--- config.mk ---
export PLATFORM = sky130hd
export DESIGN_NAME = ddr_frame_sequencer
export DESIGN_NICKNAME = d
export VERILOG_FILES = /design/src/rtl/ddr_frame_sequencer.sv
export SDC_FILE = /design/constraint.sdc
export NUM_CORES = 1
export LEC_CHECK = 0
export CAP_MARGIN = 20
export CORE_UTILIZATION = 30
export CTS_BUF_LIST = sky130_fd_sc_hd__clkbuf_4
export DETAILED_ROUTE_END_ITERATION = 10
export GPL_TIMING_DRIVEN = 0
export PLACE_DENSITY_LB_ADDON = 0.12
export SKIP_LAST_GASP = 1
export SLEW_MARGIN = 10
export SYNTH_ARGS = -nofsm -noshare
export SYNTH_HDL_FRONTEND = slang
export SYNTH_SLANG_ARGS = --single-unit
--- constraint.sdc ---
create_clock -name i_sys_clk -period 2 [get_ports i_sys_clk]
set_clock_uncertainty 0.05 [all_clocks]
set_input_delay 0.4 -clock i_sys_clk [delete_from_list [all_inputs] [get_ports i_sys_clk]]
set_output_delay 0.4 -clock i_sys_clk [all_outputs]
set_load 0.02 [all_outputs]
--- src/rtl/ddr_frame_sequencer.sv ---
// HDR-DDR frame sequencer: walks CMD, N DATA words and CRC over the shared
// SCL-edge bit counter, steering the SDA datapath word by word.
module ddr_frame_sequencer #(
  parameter int MAX_WORDS = 8,
  parameter int WCNT_W    = 4
) (
  input  logic              i_sys_clk,
  input  logic              i_rst_n,
  input  logic              i_start,
  input  logic              i_rnw,
  input  logic [WCNT_W-1:0] i_data_len,
  input  logic              i_abort,
  input  logic              i_scl_pos_edge,
  input  logic              i_scl_neg_edge,
  input  logic [5:0]        i_bit_count,
  output logic              o_bitcnt_en,
  output logic [1:0]        o_word_sel,
  output logic [WCNT_W-1:0] o_word_idx,
  output logic              o_word_req,
  output logic              o_sda_drive,
  output logic              o_busy,
  output logic              o_done,
  output logic              o_aborted
);

  typedef enum logic [2:0] {S_IDLE, S_CMD, S_DATA, S_CRC, S_DONE} state_t;

  localparam logic [1:0]        SEL_NONE = 2'b00;
  localparam logic [1:0]        SEL_CMD  = 2'b01;
  localparam logic [1:0]        SEL_DATA = 2'b10;
  localparam logic [1:0]        SEL_CRC  = 2'b11;
  localparam logic [WCNT_W-1:0] MAX_LEN  = WCNT_W'(MAX_WORDS);

  state_t            r_state;
  logic              r_rnw;
  logic [WCNT_W-1:0] r_len;
  logic              r_bitcnt_en;
  logic [1:0]        r_word_sel;
  logic [WCNT_W-1:0] r_word_idx;
  logic              r_word_req;
  logic              r_sda_drive;
  logic              r_busy;
  logic              r_done;
  logic              r_aborted;

  logic              w_edge;
  logic              w_word_end;
  logic              w_crc_end;
  logic              w_last_end;
  logic [WCNT_W-1:0] w_len_clamped;

  // Both strobes in one cycle are a single edge.
  assign w_edge        = i_scl_pos_edge | i_scl_neg_edge;
  assign w_word_end    = w_edge && (i_bit_count == 6'd19);
  assign w_crc_end     = w_edge && (i_bit_count == 6'd9);
  assign w_last_end    = ((r_state == S_CMD) && w_word_end && (r_len == '0)) ||
                         ((r_state == S_CRC) && w_crc_end);
  assign w_len_clamped = (i_data_len > MAX_LEN) ? MAX_LEN : i_data_len;

  // NOTE: all state and outputs use non-blocking assignments so every
  // register samples pre-edge values, regardless of statement order.
  always_ff @(posedge i_sys_clk) begin
    if (!i_rst_n) begin
      r_state     <= S_IDLE;
      r_rnw       <= 1'b0;
      r_len       <= '0;
      r_bitcnt_en <= 1'b0;
      r_word_sel  <= SEL_NONE;
      r_word_idx  <= '0;
      r_word_req  <= 1'b0;
      r_sda_drive <= 1'b0;
      r_busy      <= 1'b0;
      r_done      <= 1'b0;
      r_aborted   <= 1'b0;
    end else begin
      r_word_req <= 1'b0;
      case (r_state)
        S_IDLE: begin
          r_word_idx <= '0;
          r_done     <= 1'b0;
          r_aborted  <= 1'b0;
          if (i_start && !i_abort) begin
            r_state     <= S_CMD;
            r_rnw       <= i_rnw;
            r_len       <= w_len_clamped;
            r_bitcnt_en <= 1'b1;
            r_word_sel  <= SEL_CMD;
            r_sda_drive <= 1'b1;
            r_busy      <= 1'b1;
          end
        end
        S_CMD, S_DATA, S_CRC: begin
          // Abort shares the finish path and wins over a coincident word end.
          if (i_abort || w_last_end) begin
            r_state     <= S_DONE;
            r_done      <= 1'b1;
            r_aborted   <= i_abort;
            r_bitcnt_en <= 1'b0;
            r_busy      <= 1'b0;
            r_word_sel  <= SEL_NONE;
            r_sda_drive <= 1'b0;
          end else if ((r_state == S_CMD) && w_word_end) begin
            r_state     <= S_DATA;
            r_word_sel  <= SEL_DATA;
            r_sda_drive <= !r_rnw;
            r_word_idx  <= '0;
            r_word_req  <= 1'b1;
          end else if ((r_state == S_DATA) && w_word_end) begin
            if (r_word_idx == r_len - WCNT_W'(1)) begin
              r_state    <= S_CRC;
              r_word_sel <= SEL_CRC;
            end else begin
              r_word_idx <= r_word_idx + WCNT_W'(1);
              r_word_req <= 1'b1;
            end
          end
        end
        S_DONE: begin
          r_state    <= S_IDLE;
          r_done     <= 1'b0;
          r_aborted  <= 1'b0;
          r_word_idx <= '0;
        end
        default: r_state <= S_IDLE;
      endcase
    end
  end

  assign o_bitcnt_en = r_bitcnt_en;
  assign o_word_sel  = r_word_sel;
  assign o_word_idx  = r_word_idx;
  assign o_word_req  = r_word_req;
  assign o_sda_drive = r_sda_drive;
  assign o_busy      = r_busy;
  assign o_done      = r_done;
  assign o_aborted   = r_aborted;

endmodule

# [Yosys cells after proc, flatten, opt, wreduce, memory -nomap -nowiden]
# Index checks and enable logic that the tools add are counted.
[totals] reg_bits=19 in_bits=17 output_inout_bits=12
[classes] add_sub_neg=2 n_lt_le_gt_ge=1 n_eq_ne=15 n_mux=31 bitwise=3 n_reduce_logical=25
[ops] cell="2-to-1 mux 4 bit" n=5
[ops] cell="2-to-1 mux 3 bit" n=5
[ops] cell="2-to-1 mux 2 bit" n=5
[ops] cell="2-to-1 mux 1 bit" n=9
[ops] cell="inequality test 3 bit, second input constant" n=3
[ops] cell="AND reduction 3 bit" n=3
[ops] cell="inequality test 4 bit, second input constant" n=2
[ops] cell="case mux 1 bit (2 select lines)" n=4
[ops] cell="case mux 4 bit (2 select lines)" n=1
[ops] cell="AND reduction 4 bit" n=2
[ops] cell="logical AND 1 bit" n=7
[ops] cell="== test 3 x 2 -> 1 bit, second input constant" n=2
[ops] cell="== test 6 x 4 -> 1 bit, second input constant" n=1
[ops] cell="== test 6 x 5 -> 1 bit, second input constant" n=1
[ops] cell="inequality test 2 bit, second input constant" n=3
[ops] cell="case mux 3 bit (2 select lines)" n=1
[ops] cell="OR reduction 3 bit" n=2
[ops] cell="adder 4 x 1 -> 4 bit, second input constant" n=1
[ops] cell="== test 4 bit" n=1
[ops] cell="greater-than comparator 4 bit, second input constant" n=1
[ops] cell="zero test 4 bit" n=1
[ops] cell="case mux 2 bit (2 select lines)" n=1
[ops] cell="AND reduction 2 bit" n=2
[ops] cell="nonzero test 2 bit" n=2
[ops] cell="other kinds (9)" n=12

# [Longest topological paths before layout]
[depth] word_depth=8 depth_mapped=7 mapped_depth_nobuf=7

# [Least setup slack after synthesis]
# Ideal clock, no wire load.
[synth_timing] path_kind="register -> register" start="reg r_len[0]" end="reg r_word_sel[1], in the netlist o_word_sel[1]" arrival_time_ns=1.854 t_required_ns=1.874 setup_slack_ns=0.020 stages_incl_launch_ff=8 path_buffers=0 period_less_slack_ns=1.980 path_cell_list="dfxtp_1 inv_1 ha_1 xnor2_1 nor3_2 a211oi_2 or4_1 o22ai_1"
[synth_between] elab_chain_cells=6 elab_cells_between_ends=11 classes_between="add/sub: 1; eq/ne: 3; mux: 2; reduce/logical: 5"
[synth_rtl] item="start, declared" line_no="36" rtl="logic [WCNT_W-1:0] r_len;"
[synth_rtl] item="start signal, assigned" line_no="85" rtl="r_len <= w_len_clamped;"
[synth_rtl] item="parallel branches: the longest is 6 deep, another holds subtractor 4 x 1 -> 4 bit"
[synth_rtl] item="end signal, assigned" line_no="68" rtl="r_word_sel <= SEL_NONE;"
[synth_rtl] item="end signal, assigned" line_no="100" rtl="r_word_sel <= SEL_NONE;"
[synth_rtl] item="end signal, assigned" line_no="104" rtl="r_word_sel <= SEL_DATA;"
[synth_rtl] item="end, declared" line_no="38" rtl="logic [1:0] r_word_sel;"
# Several ways; the timed one is not identified.
# A chain may end at the register's enable or synchronous reset.

# [Final worst setup path]
[layout_timing] start="in i_scl_neg_edge" end="reg r_word_sel[1], in the netlist o_word_sel[1]"
[layout_between] elab_chain_cells=8 elab_cells_between_ends=15 classes_between="eq/ne: 2; mux: 3; bitwise: 1; reduce/logical: 9"
[layout_rtl] item="start, declared" line_no="14" rtl="input logic i_scl_neg_edge,"
[layout_rtl] item="bitwise OR 1 bit (*)" line_no="53" rtl="assign w_edge = i_scl_pos_edge | i_scl_neg_edge;"
[layout_rtl] item="logical AND 1 bit" line_no="54" rtl="assign w_word_end = w_edge && (i_bit_count == 6'd19);"
[layout_rtl] item="logical AND 1 bit" line_no="56, 102"
[layout_rtl] item="logical AND 1 bit" line_no="56" rtl="assign w_last_end = ((r_state == S_CMD) && w_word_end && (r_len == '0)) ||"
[layout_rtl] item="logical OR 1 bit" line_no="56"
[layout_rtl] item="logical OR 1 bit" line_no="94" rtl="if (i_abort || w_last_end) begin"
[layout_rtl] item="inequality test 4 bit (no line) or 2-to-1 mux 2 bit (tied branches)"
[layout_rtl] item="AND reduction 4 bit (no line) or case mux 2 bit (2 select lines) (tied branches)"
# Every way passes the cells marked *; elsewhere a longest branch is shown, timed or not.

==> run metrics <==
largest family of logic cells by synthesized area simple AND/OR/NAND/NOR gates; row cnt 21; Yosys top cell area share around a third; mux cell area share after synthesis between 3 and 4%; Port Buf Inserts 27; Antenna Nets Post-Route 0; Post-DP Area approximately 1400 um^2; simple-gate share of the synthesized area 26.7%; #FFs+latches synth 19; mapped cell area 1090 um^2; hold_ws between 400 and 500 ps; Fill cells around 350; largest net degree at the start of global routing 11; crit path launch type input port; total grt overflow 0; Pint just under 600 uW; YS warnings 0; drt pass-1 iters 4; Initial DRC Count 19; CTS tree yes; Flop pwr share approximately half; Initial Utilization roughly a third; Cells after Synth roughly 120; gp weighted congestion slightly above 0.8; Reg clk slew, reported paths about 120 ps; Final min period 1960 ps; compound-gate portion of the synthesized area 22.7%; RSZ-0062 raised after global routing yes; FF/Latch Area about 390 um^2; post-synth top area cell dfxtp_1; antenna violations before repair 0; adder-cell share of the synthesized area between 2 and 2.5%; first-pass GRT wire length around 4800 um; maximum vdd drop 0.000253 V; Die Y-Extent 62.4 um; area delta synth->final 49.2%; Max Cap Violations 0; Hold Crit Class input port to flop; Clk network pwr share approximately a quarter; Synth area leaders dfxtp_1 35%, a21oi_1 4.1%, nor2_1 4.1%; status finished, final reports clean; multi-input combinational cell area slightly below 800 um^2; critical path arrival ~2200 ps; Core ar. between 3000 and 4000 um^2; number of buffers created by CTS 3; critical path class input port to flop; syn nets ~140; Cell Count Post-Placement 197; commonest cells in the netlist 19 x dfxtp_1, 12 x nor2_1, 9 x a21oi_1; Die Wd 62.4 um; post-DP HPWL approximately 2000 um; Nets around 180; Unique masters post-synth between 40 and 50; Hold Vio Cnt, Final 0; xor and xnor area share after synthesis between 6 and 7%; CTS Root Buffer Type clkbuf_4; Routed WL approximately 2900 um; final worst path period share a little over nine tenths; crit path capture type flop; leakage power 0.000632 uW; Clock Latency Late Sink 300 ps; I/O pin count 29; drt wl/cell ~14 um; Final Instance Area approximately 1600 um^2; Avg Synthesized Cell Area approximately 8.8 um^2; Max-slew headroom between 60% and 70%; Psw approximately 250 uW; layout cells sized above 1 around a quarter; die footprint 3890 um^2; DRC viols 0; dominant synthesized flop cell dfxtp_1; CP Max Fanout 5; sw frac between 20% and 30%; fmax about 510 MHz; pins over their slew limit 0; count leader, synth dfxtp_1; Via density a little over 5; Worst-Margin Slew ~560 ps; number of synthesized flops with an enable pin 0; Pwr Density approximately 520 nW/um^2; final std cells w/o fill about 210; H-tree lvl count 1; global-route usage over all layers 15.1%; Async SR Flop Fraction 0%; Seq/Total Area, Yosys between 30% and 40%; Post-CTS Hold Buffers 0; number of global-route vias before repair about 1,100; routed via count 1,063; Ant. Diodes 0; Clock Sink Count 19; Worst EP required 2190 ps; Logic pwr share 26.1%; Final setup viols 0; Clock Tree Buf Depth 2
routing by layer:
metal	track usage, %	up-vias	wire length [um]
met1	19.6	498	1330
met2	25.0	21	1410
met4	6.40	0	20
met3	2.37	2	114
met5	0	-	0
li1	-	542	-
cells by family (layout without fill, tap and decap cells):
logic type      Yosys count  count (layout)
mux                       4               4
compound gates           33              33
flops                    19              19
simple gates             51              51
fa+ha+maj                 2               2
buf+inv                   9              48
xor+xnor                  6               6
layout by cell type, fill, tap and decap left out, types with 2 or more instances in the layout:
master           count
nor2b_1              2
inv_1                3
mux2i_1              3
a21oi_1              8
dfxtp_1             15
a21o_1               3
dlygate4sd2_1        3
nor3b_1              4
clkbuf_4             4
nand3_1              4
nor2_1              11
o21ai_0              3
dfxtp_2              4
clkbuf_1             2
nand4_1              2
nor3_1               4
and4bb_2             2
buf_2                2
nor4_1               2
nand2_1              5
xnor2_1              4
buf_4                9
nand2b_1             3
clkdlybuf4s50_1     23
o221a_2              3
state kept, by name (all words and copies together), names as in the netlist, 2 cells and up:
| register | flops |
|---|---|
| o_word_idx | 4 |
| o_word_sel | 2 |
| r_len | 4 |
| r_state | 3 |
cell type report:
cell class | instances | share of cell area, %
timing repair buffer | 35 | 20.2
clock buffer | 4 | 1.84
inverter | 4 | 0.920
buffer | 5 | 1.53
tap | 46 | 3.53
multi-input combinational | 96 | 48.4
sequential | 19 | 23.6
per-stage QoR:
stage	TNS, ps	worst slack, ps	utilization (%)	power [uW]
2_1_floorplan	0	19.8	-	527
3_3_place_gp	-4700	-568	41.6	599
3_5_place_dp	-5020	-595	41.6	601
4_1_cts	-2.30	-2.30	46.0	839
5_1_grt	-85.2	-33.6	47.8	893
6_report	0	35.3	47.8	841
power groups by stage:
stage               Clock, uW  Combinational [uW]  Sequential, uW
CTS                       224                 209             406
detailed placement          0                 187             414
finish                    215                 220             406
global route              243                 242             408
global placement            0                 185             414
floorplan                   0                 104             423
path summary, 6_finish.rpt:
kind                          start                    endpoint  slack, ps  cells after the start
max reg2reg   r_len[2]$_SDFFE_PN0P_  o_word_sel[1]$_SDFFE_PN0P_         40                      5
min                         i_rst_n     r_state[0]$_SDFFE_PN0P_        440                      3
min reg2reg  o_aborted$_SDFFE_PN0P_      o_aborted$_SDFFE_PN0P_        450                      2
max                  i_scl_neg_edge  o_word_sel[1]$_SDFFE_PN0P_         40                      6
critical path, stage by stage:
cell	delay [ps]
clkdlybuf4s50_1	400
or2_4	280
and3_4	190
a21o_1	190
or4_4	540
o22ai_2	150
repair_timing:
item / CTS / global route
endpoints found under the setup margin: 8 / 5
cloned: 0 / 0
pin swaps: 10 / 5
gates resized for setup: 21 / 10
setup buffers: 7 / 1
Note: power is estimated with default switching activity, not from simulation.
==> patch 1: new RTL, same flow settings <==
Make the reset (`i_rst_n`) asynchronous in one clocked block.
--- a/src/rtl/ddr_frame_sequencer.sv
+++ b/src/rtl/ddr_frame_sequencer.sv
@@ -59,7 +59,7 @@
 
   // NOTE: all state and outputs use non-blocking assignments so every
   // register samples pre-edge values, regardless of statement order.
-  always_ff @(posedge i_sys_clk) begin
+  always_ff @(posedge i_sys_clk or negedge i_rst_n) begin
     if (!i_rst_n) begin
       r_state     <= S_IDLE;
       r_rnw       <= 1'b0;
Check against the original RTL: differs if i_rst_n is asserted again (counterexample within 4 cycles, from zero or initial values and one cycle with i_rst_n low); with i_rst_n held inactive, the same outputs for 10 cycles.
==> patch 1 against the original RTL <==
- the run now ends with negative setup slack left
- setup slack worse by 410 ps
- register-to-register slack worse by 410 ps
- count of clock-buffer cells in the layout is 1 lower
- sequential cell count stayed put
- routed wire length is 6.4% lower
- final cell count is 0.96% lower
- synthesized area is 3.5% lower
- worst hold slack worse by 21 ps
- global-route usage is 0.45 points higher
- via count is 6.5% lower
- largest cell class unchanged
- cell area is 3.0% lower
- maximum frequency is 17% lower
Power is not compared: it rests on default switching activity, and its combinational part moved more than twofold at a synthesized area within 25%.
==> patch 1: results (changes against the original RTL) <==
* Via Count at 994 (-6.5%)
* GRT Total Usage at 15.6% (+0.45 points)
* Post-CTS Setup Inserts at 12 (+5)
* Unique masters post-synth at 37 (-16%)
* Layout fillers at 370 (+4.8%)
* Violations in the final reports: negative setup slack
* Clk tree area frac at 1.74% (-0.10 points)
* Met2 Track Usage GR at 25.6% (+0.62 points)
* Seq/Total Area, Yosys at 45.1% (+10 points)
* Vias in the first global route at 953 (-10%)
* Largest net degree at the start of global routing at 20 (+9)
* Reg2Reg Setup Slack at -370 ps (-410 ps)
* Crit-path max cell delay at 520 ps (-20 ps)
* Nets at 181 (-1.1%)
* Area contributors post-synth: dfrtp_1 45%, xnor2_1 5.0%, o21ai_0 4.7%, nand2_1 4.6%, a21oi_1 3.3%
* Hpwl dp at 1830 um (-6.4%)
* Post-route setup slack at -379 ps (-414 ps)
* Repair and plain buffers at 46 (+15%)
* Routed WL at 2680 um (-6.4%)
* Routability cong. at 0.813 (-0.36%)
* Inverters at 7 (+3)
* Buffering overhead at 26.3% (+4.6 points)
* First-pass GRT wire length at 4270 um (-10%)
* Port-buffer cells at 28 (+3.7%)
* Met3 Use GR at 1.89% (-0.48 points)
* Post-synth top flop: dfrtp_1
* Setup TNS at -3030 ps (-3030 ps)
* Clock buffers at 3 (-1)
* Worst min-delay path class: reg -> reg
* TritonCTS Sinks at 19 (unchanged)
* Total area of sequential cells at 478 um2 (+24%)
* Area occupied by multi-input gates at 574 um2 (-27%)
* Outcome: finished, violations left
* WP data arrival at 2570 ps (+420 ps)
* Most common library cells after synthesis: 19 x dfrtp_1, 13 x nand2_1, 10 x o21ai_0
* Initial drt markers at 21 (+2)
* Synth Net Count at 133 (-7.0%)
* Worst path slowest cell: or4b_1
* Worst slew pin tran at 884 ps (+319 ps)
* Global-route met1 utilization at 20.7% (+1.1 points)
* Final setup viols at 14 (+14)
* Fraction of layout cells with a size suffix above 1 at 24.8% (-1.5 points)
patch 1: cell count changes after synthesis, moves of 3 or more:
cell / change
dfrtp_1: +19
dfxtp_1: -19
nand2_1: +8
o21ai_0: +6
nor3b_1: -5
inv_1: +4
nand3b_1: +4
mux2i_1: -3
nand3_1: -3
nor2_1: -3
o221a_2: -3
or3_1: +3
patch 1: cell families (layout without fill, tap and decap cells):
| kind of cell | after synthesis | after routing | synth area share, % |
|---|---|---|---|
| buffers and inverters | 10 | 57 | 4.63 |
| AO/OA/AOI/OAI | 28 | 28 | 16.3 |
| multiplexers | 1 | 1 | 1.07 |
| flip-flops | 19 | 19 | 45.1 |
| XOR/XNOR | 6 | 6 | 4.98 |
| adder cells (fa/ha/maj) | 2 | 2 | 2.37 |
| AND/OR/NAND/NOR | 48 | 48 | 25.6 |
patch 1: metrics by stage:
| stage | setup slack [ps] | instances | hold WS (ps) | area [um2] |
|---|---|---|---|---|
| finish | -379 | 207 | 421 | 1580 |
| global route | -470 | 207 | 473 | 1580 |
| CTS | -428 | 203 | 426 | 1520 |
| detailed placement | -938 | 188 | 403 | 1410 |
| global placement | -888 | 188 | 402 | 1410 |
| floorplan | -326 | 114 | 54.4 | 1070 |
patch 1: path summary, 6_finish.rpt:
| kind | startpoint | end | cells past startpoint |
|---|---|---|---|
| max | i_bit_count[3] | o_word_idx[2] | 7 |
| min | r_rnw | o_sda_drive | 1 |
| max reg2reg | r_state[2] | o_word_idx[2] | 6 |
| min reg2reg | r_rnw | o_sda_drive | 1 |
| max in group asynchronous | i_rst_n | r_state[0] | 1 |
| min in group asynchronous | i_rst_n | o_word_idx[1] | 1 |
patch 1: layer usage:
metal  share of wire (%)  wire length [um]
met1                  47              1260
met2                  48              1300
met3                 3.8               101
met4                0.75                20
met5                   0                 0
==> patch 2: new RTL, same flow settings <==
Without the edit above. `WCNT_W`: 4 -> 6.
--- a/src/rtl/ddr_frame_sequencer.sv
+++ b/src/rtl/ddr_frame_sequencer.sv
@@ -2,7 +2,7 @@
 // SCL-edge bit counter, steering the SDA datapath word by word.
 module ddr_frame_sequencer #(
   parameter int MAX_WORDS = 8,
-  parameter int WCNT_W    = 4
+  parameter int WCNT_W    = 6
 ) (
   input  logic              i_sys_clk,
   input  logic              i_rst_n,
Ports: changed (resized i_data_len and o_word_idx); port bits go from 29 to 33. The function was not compared with the original's and may differ.
==> patch 2 against the original RTL <==
- routed wire length grew 40%
- power grew 71%
- setup slack lost 30 ps
- count of clock-buffer cells in the layout is the same
- cell area grew 25%
- core utilization shrank 1.4 points
- combinational power grew to 2.9 times the old value
- synthesized area grew 26%
- synthesized cell count grew 28%
- sequential cell count grew 4
- critical endpoint is now o_word_idx[4]
- die area grew 25%
==> patch 2: results (changes against the original RTL) <==
* Outcome: finished clean
* First-pass GRT wire length at 6420 um (+35%)
* GRT Total Usage at 16.4% (+1.3 points)
* Port-buffer cells at 32 (+19%)
* Via Count at 1397 (+31%)
* Worst min-delay path class: reg -> reg
* Seq/Total Area, Yosys at 33.4% (-1.4 points)
* Synth Net Count at 180 (+26%)
* WP data arrival at 2200 ps (+50 ps)
* Cells after synthesis at 159 (+28%)
* Largest net degree at the start of global routing at 13 (+2)
* Diode count at 0 (unchanged)
* Pre-Repair DR Iteration Count at 4 (unchanged)
* Fraction of layout cells with a size suffix above 1 at 29.1% (+2.7 points)
* Cells after DPL at 243 (+23%)
* Avg WL per Cell at 15.6 um (+13%)
* H-tree depth at 1 (unchanged)
* Worst path slowest cell: clkdlybuf4s50_1
* Vias in the first global route at 1308 (+23%)
* Most common library cells after synthesis: 23 x dfxtp_1, 12 x nand2_1, 11 x nor2_1
* Leakage at 0.000767 uW (+21%)
* Area contributors post-synth: dfxtp_1 33%, xor2_1 5.1%, a21oi_1 3.6%, nand2_1 3.3%, nor2_1 3.0%
* Worst skew pair latency at 320 ps (+20 ps)
* Hpwl dp at 2660 um (+36%)
* Routability cong. at 0.800 (-1.9%)
* CTS clock-pin slew for the worst setup and hold paths at 140 ps (+20 ps)
* Unique masters post-synth at 51 (+16%)
* Nets at 228 (+25%)
* Initial drt markers at 59 (+40)
* Max FO, Critical Path at 4 (-1)
* Pre-CTS setup slack at -473 ps (+122 ps)
* Worst VDD drop at 0.000632 V (+150%)
* Relative slew slack at 62.3% (+0.32 points)
* Yosys warns at 0 (unchanged)
* Final std cells w/o fill at 258 (+23%)
* CTS Buf Count at 3 (unchanged)
* Layout fillers at 422 (+20%)
* Post-synth top flop: dfxtp_1
patch 2: critical path, delay by kind of cell:
| family | cells | cell delay [ps] |
|---|---|---|
| AND/OR/NAND/NOR | 3 | 860 |
| AO/OA/AOI/OAI | 3 | 400 |
| buffers and inverters | 1 | 540 |
patch 2: layout make-up:
class,count,area (um2),area share (%)
Buffer,5,33.8,1.66
Clock buffer,4,30.0,1.48
Inverter,9,33.8,1.66
Multi-Input combinational cell,121,985,48.4
Sequential cell,23,473,23.2
Tap cell,52,65.1,3.20
Timing Repair Buffer,44,414,20.4
patch 2: kinds of logic after synthesis:
kind of cell | Yosys count | share of synthesized area (%)
simple gates | 64 | 27.2
compound gates | 44 | 25.6
buf+inv | 15 | 5.00
xor+xnor | 11 | 6.99
fa+ha+maj | 2 | 1.82
flops | 23 | 33.4
patch 2: metrics by stage:
stage	area (um2)	setup TNS, ps	hold WS, ps	total power, uW
4_1_cts	1920	-13.1	415	1360
6_report	2030	0	408	1440
3_5_place_dp	1760	-5610	394	1060
3_3_place_gp	1760	-5340	391	1060
2_1_floorplan	1380	0	386	883
5_1_grt	2030	-148	458	1520
patch 2: final timing paths:
path	start	endpoint	slack, ps	cells after the start
setup / recovery	i_bit_count[1]	o_word_idx[4]	5	7
hold / removal	o_done	o_done	410	2
setup reg to reg	r_len[3]	o_word_idx[4]	30	6
hold reg to reg	o_done	o_done	410	2
patch 2: per-layer routing:
metal / routed length (um) / GRT usage, %
met5: 0 / 0
met2: 2040 / 27.6
met1: 1740 / 21.5
met3: 161 / 3.49
met4: 67 / 3.78
patch 2: power by group:
| group | leakage, uW | switching (uW) | total (uW) | internal (uW) |
|---|---|---|---|---|
| Sequential | 0.000190 | 38.1 | 550 | 512 |
| Clock | 0.0000184 | 153 | 245 | 91.5 |
| Combinational | 0.000559 | 333 | 642 | 308 |
patch 2: timing repair:
item                       in CTS  in global routing
resized for setup              16                 23
setup buffers                   8                  4
setup endpoints to repair      10                 11
pin swaps                       5                 13
